File: src/rtl/result_port_tx_pkg.sv
// Shared definitions for the host result port: bus field layout and FSM states.
package result_port_tx_pkg;

    localparam int STROBE_BIT = 23;
    localparam int LAST_BIT   = 22;
    localparam int SEQ_LSB    = 16;
    localparam int SEQ_W      = 6;
    localparam int DATA_W     = 16;
    localparam int BUS_W      = 24;
    localparam int ENTRY_W    = DATA_W + 1;

    typedef enum logic [1:0] {
        ST_IDLE    = 2'd0,
        ST_SETUP   = 2'd1,
        ST_STROBE  = 2'd2,
        ST_RELEASE = 2'd3
    } tx_state_t;

    function automatic logic [BUS_W-1:0] pack_bus(
        input logic              strobe,
        input logic              last,
        input logic [SEQ_W-1:0]  seq,
        input logic [DATA_W-1:0] data
    );
        return {strobe, last, seq, data};
    endfunction

endpackage

File: src/rtl/result_port_tx_fifo.sv
// Small first-word-fall-through FIFO buffering {last, data} result entries.
module result_fifo #(
    parameter int DEPTH = 4,
    parameter int WIDTH = 17
) (
    input  logic             clk,
    input  logic             rst,
    input  logic             push,
    input  logic [WIDTH-1:0] push_data,
    input  logic             pop,
    output logic [WIDTH-1:0] pop_data,
    output logic             full,
    output logic             empty
);

    localparam int AW = $clog2(DEPTH);

    logic [WIDTH-1:0] mem [DEPTH];
    logic [AW:0]      wr_ptr;
    logic [AW:0]      rd_ptr;
    logic             do_push;
    logic             do_pop;

    // Extra pointer bit tells full from empty when the indices match.
    assign full     = (wr_ptr[AW] != rd_ptr[AW]) && (wr_ptr[AW-1:0] == rd_ptr[AW-1:0]);
    assign empty    = (wr_ptr == rd_ptr);
    assign do_push  = push && !full;
    assign do_pop   = pop && !empty;
    assign pop_data = mem[rd_ptr[AW-1:0]];

    always_ff @(posedge clk or posedge rst) begin
        if (rst) begin
            wr_ptr <= '0;
            rd_ptr <= '0;
        end else begin
            if (do_push) wr_ptr <= wr_ptr + (AW+1)'(1);
            if (do_pop)  rd_ptr <= rd_ptr + (AW+1)'(1);
        end
    end

    always_ff @(posedge clk) begin
        if (do_push) mem[wr_ptr[AW-1:0]] <= push_data;
    end

endmodule

File: src/rtl/result_port_tx.sv
// Result transmit port: buffers convolution results and hands them to an
// asynchronous host through a four-phase strobe/ack handshake.
module result_port_tx
    import result_port_tx_pkg::*;
#(
    parameter int FIFO_DEPTH   = 4,
    parameter int SETUP_CYCLES = 2
) (
    input  logic              clk,
    input  logic              rst,
    input  logic [DATA_W-1:0] in_data,
    input  logic              in_last,
    input  logic              in_valid,
    output logic              in_ready,
    input  logic              host_ack,
    output logic [BUS_W-1:0]  out_bus,
    output logic              busy
);

    localparam int CNT_W = (SETUP_CYCLES > 1) ? $clog2(SETUP_CYCLES) : 1;
    localparam logic [CNT_W-1:0] SETUP_LAST = CNT_W'(SETUP_CYCLES - 1);

    tx_state_t          state;
    logic [CNT_W-1:0]   setup_cnt;
    logic [SEQ_W-1:0]   seq;
    logic               ack_meta;
    logic               ack_s;
    logic               rdy_en;
    logic               fifo_full;
    logic               fifo_empty;
    logic               push;
    logic               pop;
    logic [ENTRY_W-1:0] head;

    // rdy_en keeps in_ready low until the first edge after reset releases.
    assign in_ready = rdy_en && !fifo_full;
    assign push     = in_valid && in_ready;
    assign pop      = (state == ST_IDLE) && !fifo_empty && !ack_s;
    assign busy     = !fifo_empty || (state != ST_IDLE);

    result_fifo #(
        .DEPTH (FIFO_DEPTH),
        .WIDTH (ENTRY_W)
    ) u_fifo (
        .clk       (clk),
        .rst       (rst),
        .push      (push),
        .push_data ({in_last, in_data}),
        .pop       (pop),
        .pop_data  (head),
        .full      (fifo_full),
        .empty     (fifo_empty)
    );

    always_ff @(posedge clk or posedge rst) begin
        if (rst) begin
            ack_meta <= 1'b0;
            ack_s    <= 1'b0;
            rdy_en   <= 1'b0;
        end else begin
            ack_meta <= host_ack;
            ack_s    <= ack_meta;
            rdy_en   <= 1'b1;
        end
    end

    always_ff @(posedge clk or posedge rst) begin
        if (rst) begin
            state     <= ST_IDLE;
            out_bus   <= '0;
            seq       <= '0;
            setup_cnt <= '0;
        end else begin
            case (state)
                ST_IDLE: begin
                    if (pop) begin
                        out_bus   <= pack_bus(1'b0, head[DATA_W], seq, head[DATA_W-1:0]);
                        setup_cnt <= '0;
                        state     <= ST_SETUP;
                    end
                end
                ST_SETUP: begin
                    if (setup_cnt == SETUP_LAST) begin
                        out_bus[STROBE_BIT] <= 1'b1;
                        state               <= ST_STROBE;
                    end else begin
                        setup_cnt <= setup_cnt + CNT_W'(1);
                    end
                end
                ST_STROBE: begin
                    if (ack_s) begin
                        out_bus[STROBE_BIT] <= 1'b0;
                        seq   <= out_bus[LAST_BIT] ? '0 : seq + SEQ_W'(1);
                        state <= ST_RELEASE;
                    end
                end
                ST_RELEASE: begin
                    if (!ack_s) state <= ST_IDLE;
                end
                default: state <= ST_IDLE;
            endcase
        end
    end

endmodule

File: config.mk
export PLATFORM = sky130hd
export DESIGN_NAME = result_port_tx
export DESIGN_NICKNAME = d
export VERILOG_FILES = /design/src/rtl/result_port_tx_pkg.sv /design/src/rtl/result_port_tx_fifo.sv /design/src/rtl/result_port_tx.sv
export SDC_FILE = /design/constraint.sdc
export NUM_CORES = 1
export LEC_CHECK = 0
export BUFFER_PORTS_ARGS = -buffer_cell sky130_fd_sc_hd__clkbuf_2
export CORE_UTILIZATION = 60
export DETAILED_ROUTE_END_ITERATION = 10
export PLACE_DENSITY = 0.81
export SLEW_MARGIN = 20
export SYNTH_ARGS = -nofsm -noshare
export SYNTH_HDL_FRONTEND = slang
export SYNTH_SLANG_ARGS = --single-unit
File: constraint.sdc
create_clock -name clk -period 4.7 [get_ports clk]
set_input_delay 0.705 -clock clk [delete_from_list [all_inputs] [get_ports clk]]
set_output_delay 0.705 -clock clk [all_outputs]
set_load 0.02 [all_outputs]
==> impl_metrics.tcl <==
set metrics [dict create \
    fin_tns_setup_ns 0 \
    tritoncts "yes" \
    max_freq_mhz 341 \
    post-dp-hpwl_mm 4.48 \
    io_pins 47 \
    cts_sinks 110 \
    p_per_area_nw_per_um2 628 \
    cts_made_buffers 9 \
    syn_inst 233 \
    synth_fp_nets 265 \
    status "complete, no violations" \
    routed_wl_mm 7.08 \
    multi_input_area_um2 1190 \
    htreeDepth 3 \
    finalCritPeriodShare_pct 62.4 \
    cp.arrival_ns 2.23 \
    finalClockSkew_ns 0.0109 \
    ys_seq_elements 110 \
    drtPass1Iterations 4 \
    cp-start-kind "register" \
    cap_violations 0 \
    maxSlewHeadroom_pct 38.5 \
    synth.yosys.warnings 0 \
    initial_core_util_pct 63.3 \
    grt_max_degree 43 \
    synth_area_um2 4370 \
    die_area_um2 7630 \
    via_count 2189 \
    end_kind "output pin" \
    hold_violations 0 \
    power.leakage_nw 1.93 \
    grt_pass1_wl_mm 11.5 \
    via_per_inst 5.67 \
    ctsResizeCount 0 \
    drt_iter0_markers 117 \
    crit_type "reg2out" \
    fillers 464 \
    critPathRequiredTime_ns 3.99 \
    preCtsSetupSlack_ns 1.74 \
    post_cts_buffers 0 \
    clock_latency_ns 0.37 \
    drc 0 \
    coreArea_um2 6910 \
    die_w_um 87.3 \
    avgSynthCellArea_um2 18.8 \
    fin_ws_ns 1.77 \
    cts_hold_buf 0 \
    final_util_pct 71.1 \
    gp_congestion 0.742 \
    antenna_found_initial 0 \
    setup_viol 0 \
    port_buffers 46 \
    post-route-min-period_ns 2.93 \
    cts_buffer_depth 2 \
    ys_types 36 \
    avgRoutedWirePerCell_um 18.3 \
    netlist_top_cells_area "edfxtp_1 (47%), dfrtp_1 (24%), mux2_2 (6.7%)" \
    maxSlewViolCount 0 \
    synth_top_area_share_pct 46.7 \
    clockRootBuffer "clkbuf_8" \
    antennaDiodeCount 0 \
    hold_ws_ns 0.365 \
    clk_transition_reported_paths_ns 0.10 \
    worstHoldPathType "reg2reg" \
    num_rows 30 \
    crit_fanout 20 \
    area_delta_synth_final_pct 12.5 \
    die_h_um 87.3 \
    nets 317 \
    synth-seq-area-share_pct 70.8 \
    synth_top_cell_by_area "edfxtp_1" \
    globalRouteOverflowTotal 0 \
    drive_above_1_share_pct 36.2 \
    rsz0062_at_grt "false" \
    register_area_um2 3090 \
    ant_nets 0 \
    tightest_slew_ns 0.922 \
    grt_usage_pct 21.2 \
    ir_worst_vdd_mv 0.342 \
    grt_pass1_vias 2254 \
]
-- final cells by class --
cell class | instances | share of cell area, %
multi-input cells | 107 | 24.2
flip-flops and latches | 110 | 62.9
repair buffers | 48 | 4.99
clock inverters | 6 | 2.14
inverters | 9 | 0.688
well taps | 96 | 2.44
clock buffers | 10 | 2.60
-- Yosys cell counts --
master	count
buf_6	3
a221oi_1	1
a31oi_1	2
nand3b_1	1
ha_1	11
nor3_1	2
and3_1	4
nand3_1	4
xnor2_2	1
nand2_1	6
o21ai_0	8
mux4_2	13
nand4_1	2
a21oi_1	1
mux4_1	4
clkbuf_1	2
dfrtp_1	42
edfxtp_1	68
a22oi_1	2
xnor2_1	5
mux2i_1	1
buf_2	1
mux2_2	26
a311oi_4	1
xor2_1	1
mux2_1	2
nand2b_1	1
inv_1	9
a211oi_1	1
nor2_1	2
a21o_1	1
conb_1	1
buf_4	1
and2_1	1
o41ai_1	1
nor2b_1	1
-- flip-flops by register name (all words and copies together) (netlist names) --
| register | count |
|---|---|
| ack_s | 1 |
| rdy_en | 1 |
| u_fifo.rd_ptr | 3 |
| u_fifo.wr_ptr | 3 |
| state | 2 |
| setup_cnt | 1 |
| seq | 6 |
| out_bus | 24 |
| u_fifo.mem | 68 |
| ack_meta | 1 |
-- path summary, 6_finish.rpt --
kind,from,endpoint,slack (ns),depth (start not counted)
min in group asynchronous,rst,out_bus[15],0.52,2
worst min-delay path,ack_meta,ack_s,0.36,0
max in group asynchronous,rst,u_fifo.wr_ptr[2],3.62,2
worst max register to register,u_fifo.rd_ptr[1],out_bus[17],1.82,4
worst min register to register,ack_meta,ack_s,0.36,0
worst max-delay path,u_fifo.rd_ptr[1],in_ready,1.77,4
-- layout by cell type (no fill, tap or decap), drive strengths merged --
cell type  netlist  layout
a21oi            1       1
mux2            28      28
nand3b           1       1
xor2             1       1
a211oi           1       1
a311oi           1       1
nand2b           1       1
mux2i            1       1
a22oi            2       2
nor2             2       2
nand2            6       6
nor2b            1       1
dfrtp           42      42
a21o             1       1
ha              11      11
nand3            4       4
o41ai            1       1
conb             1       1
nand4            2       2
a31oi            2       2
buf              5       2
edfxtp          68      68
bufinv           0       2
xnor2            6       6
clkbuf           2      56
and2             1       1
clkinv           0       2
a221oi           1       1
inv              9      11
and3             4       4
nor3             2       2
mux4            17      17
o21ai            8       8
-- logic make-up after synthesis --
family	Yosys count	share of synthesized area, %
flops	110	70.8
mux	46	16.6
simple gates	24	2.84
compound gates	18	3.01
buf+inv	16	2.00
fa+ha+maj	11	3.15
xor+xnor	7	1.58
other cells	1	0.0858
-- worst max-delay path, stage by stage (launching register included) --
cell and delay (ns):
dfrtp_1 0.71, xnor2_1 0.56, nand3b_1 0.21, and2_1 0.23, clkbuf_2 0.16
-- metrics by stage --
stage	instance area, µm²	instances	power (mW)
final	4910	386	3.09
after global routing	4910	386	3.27
after CTS	4910	386	3.12
after detailed placement	4680	370	2.50
after global placement	4680	370	2.45
after floorplan	4370	233	2.21
-- report_power, final --
| group | internal, mW | switching [mW] |
|---|---|---|
| combinational | 0.479 | 0.532 |
| clock | 0.311 | 0.320 |
| sequential | 1.27 | 0.174 |
| total | 2.06 | 1.03 |
-- layer usage --
layer,vias up,global-route usage [%],part of all wire [%]
met2,57,35.7,52
met5,-,0,0
met4,0,5.66,0.72
met1,1131,27.1,43
li1,996,-,-
met3,5,6.45,3.9
Note: power is estimated with default switching activity, not from simulation.
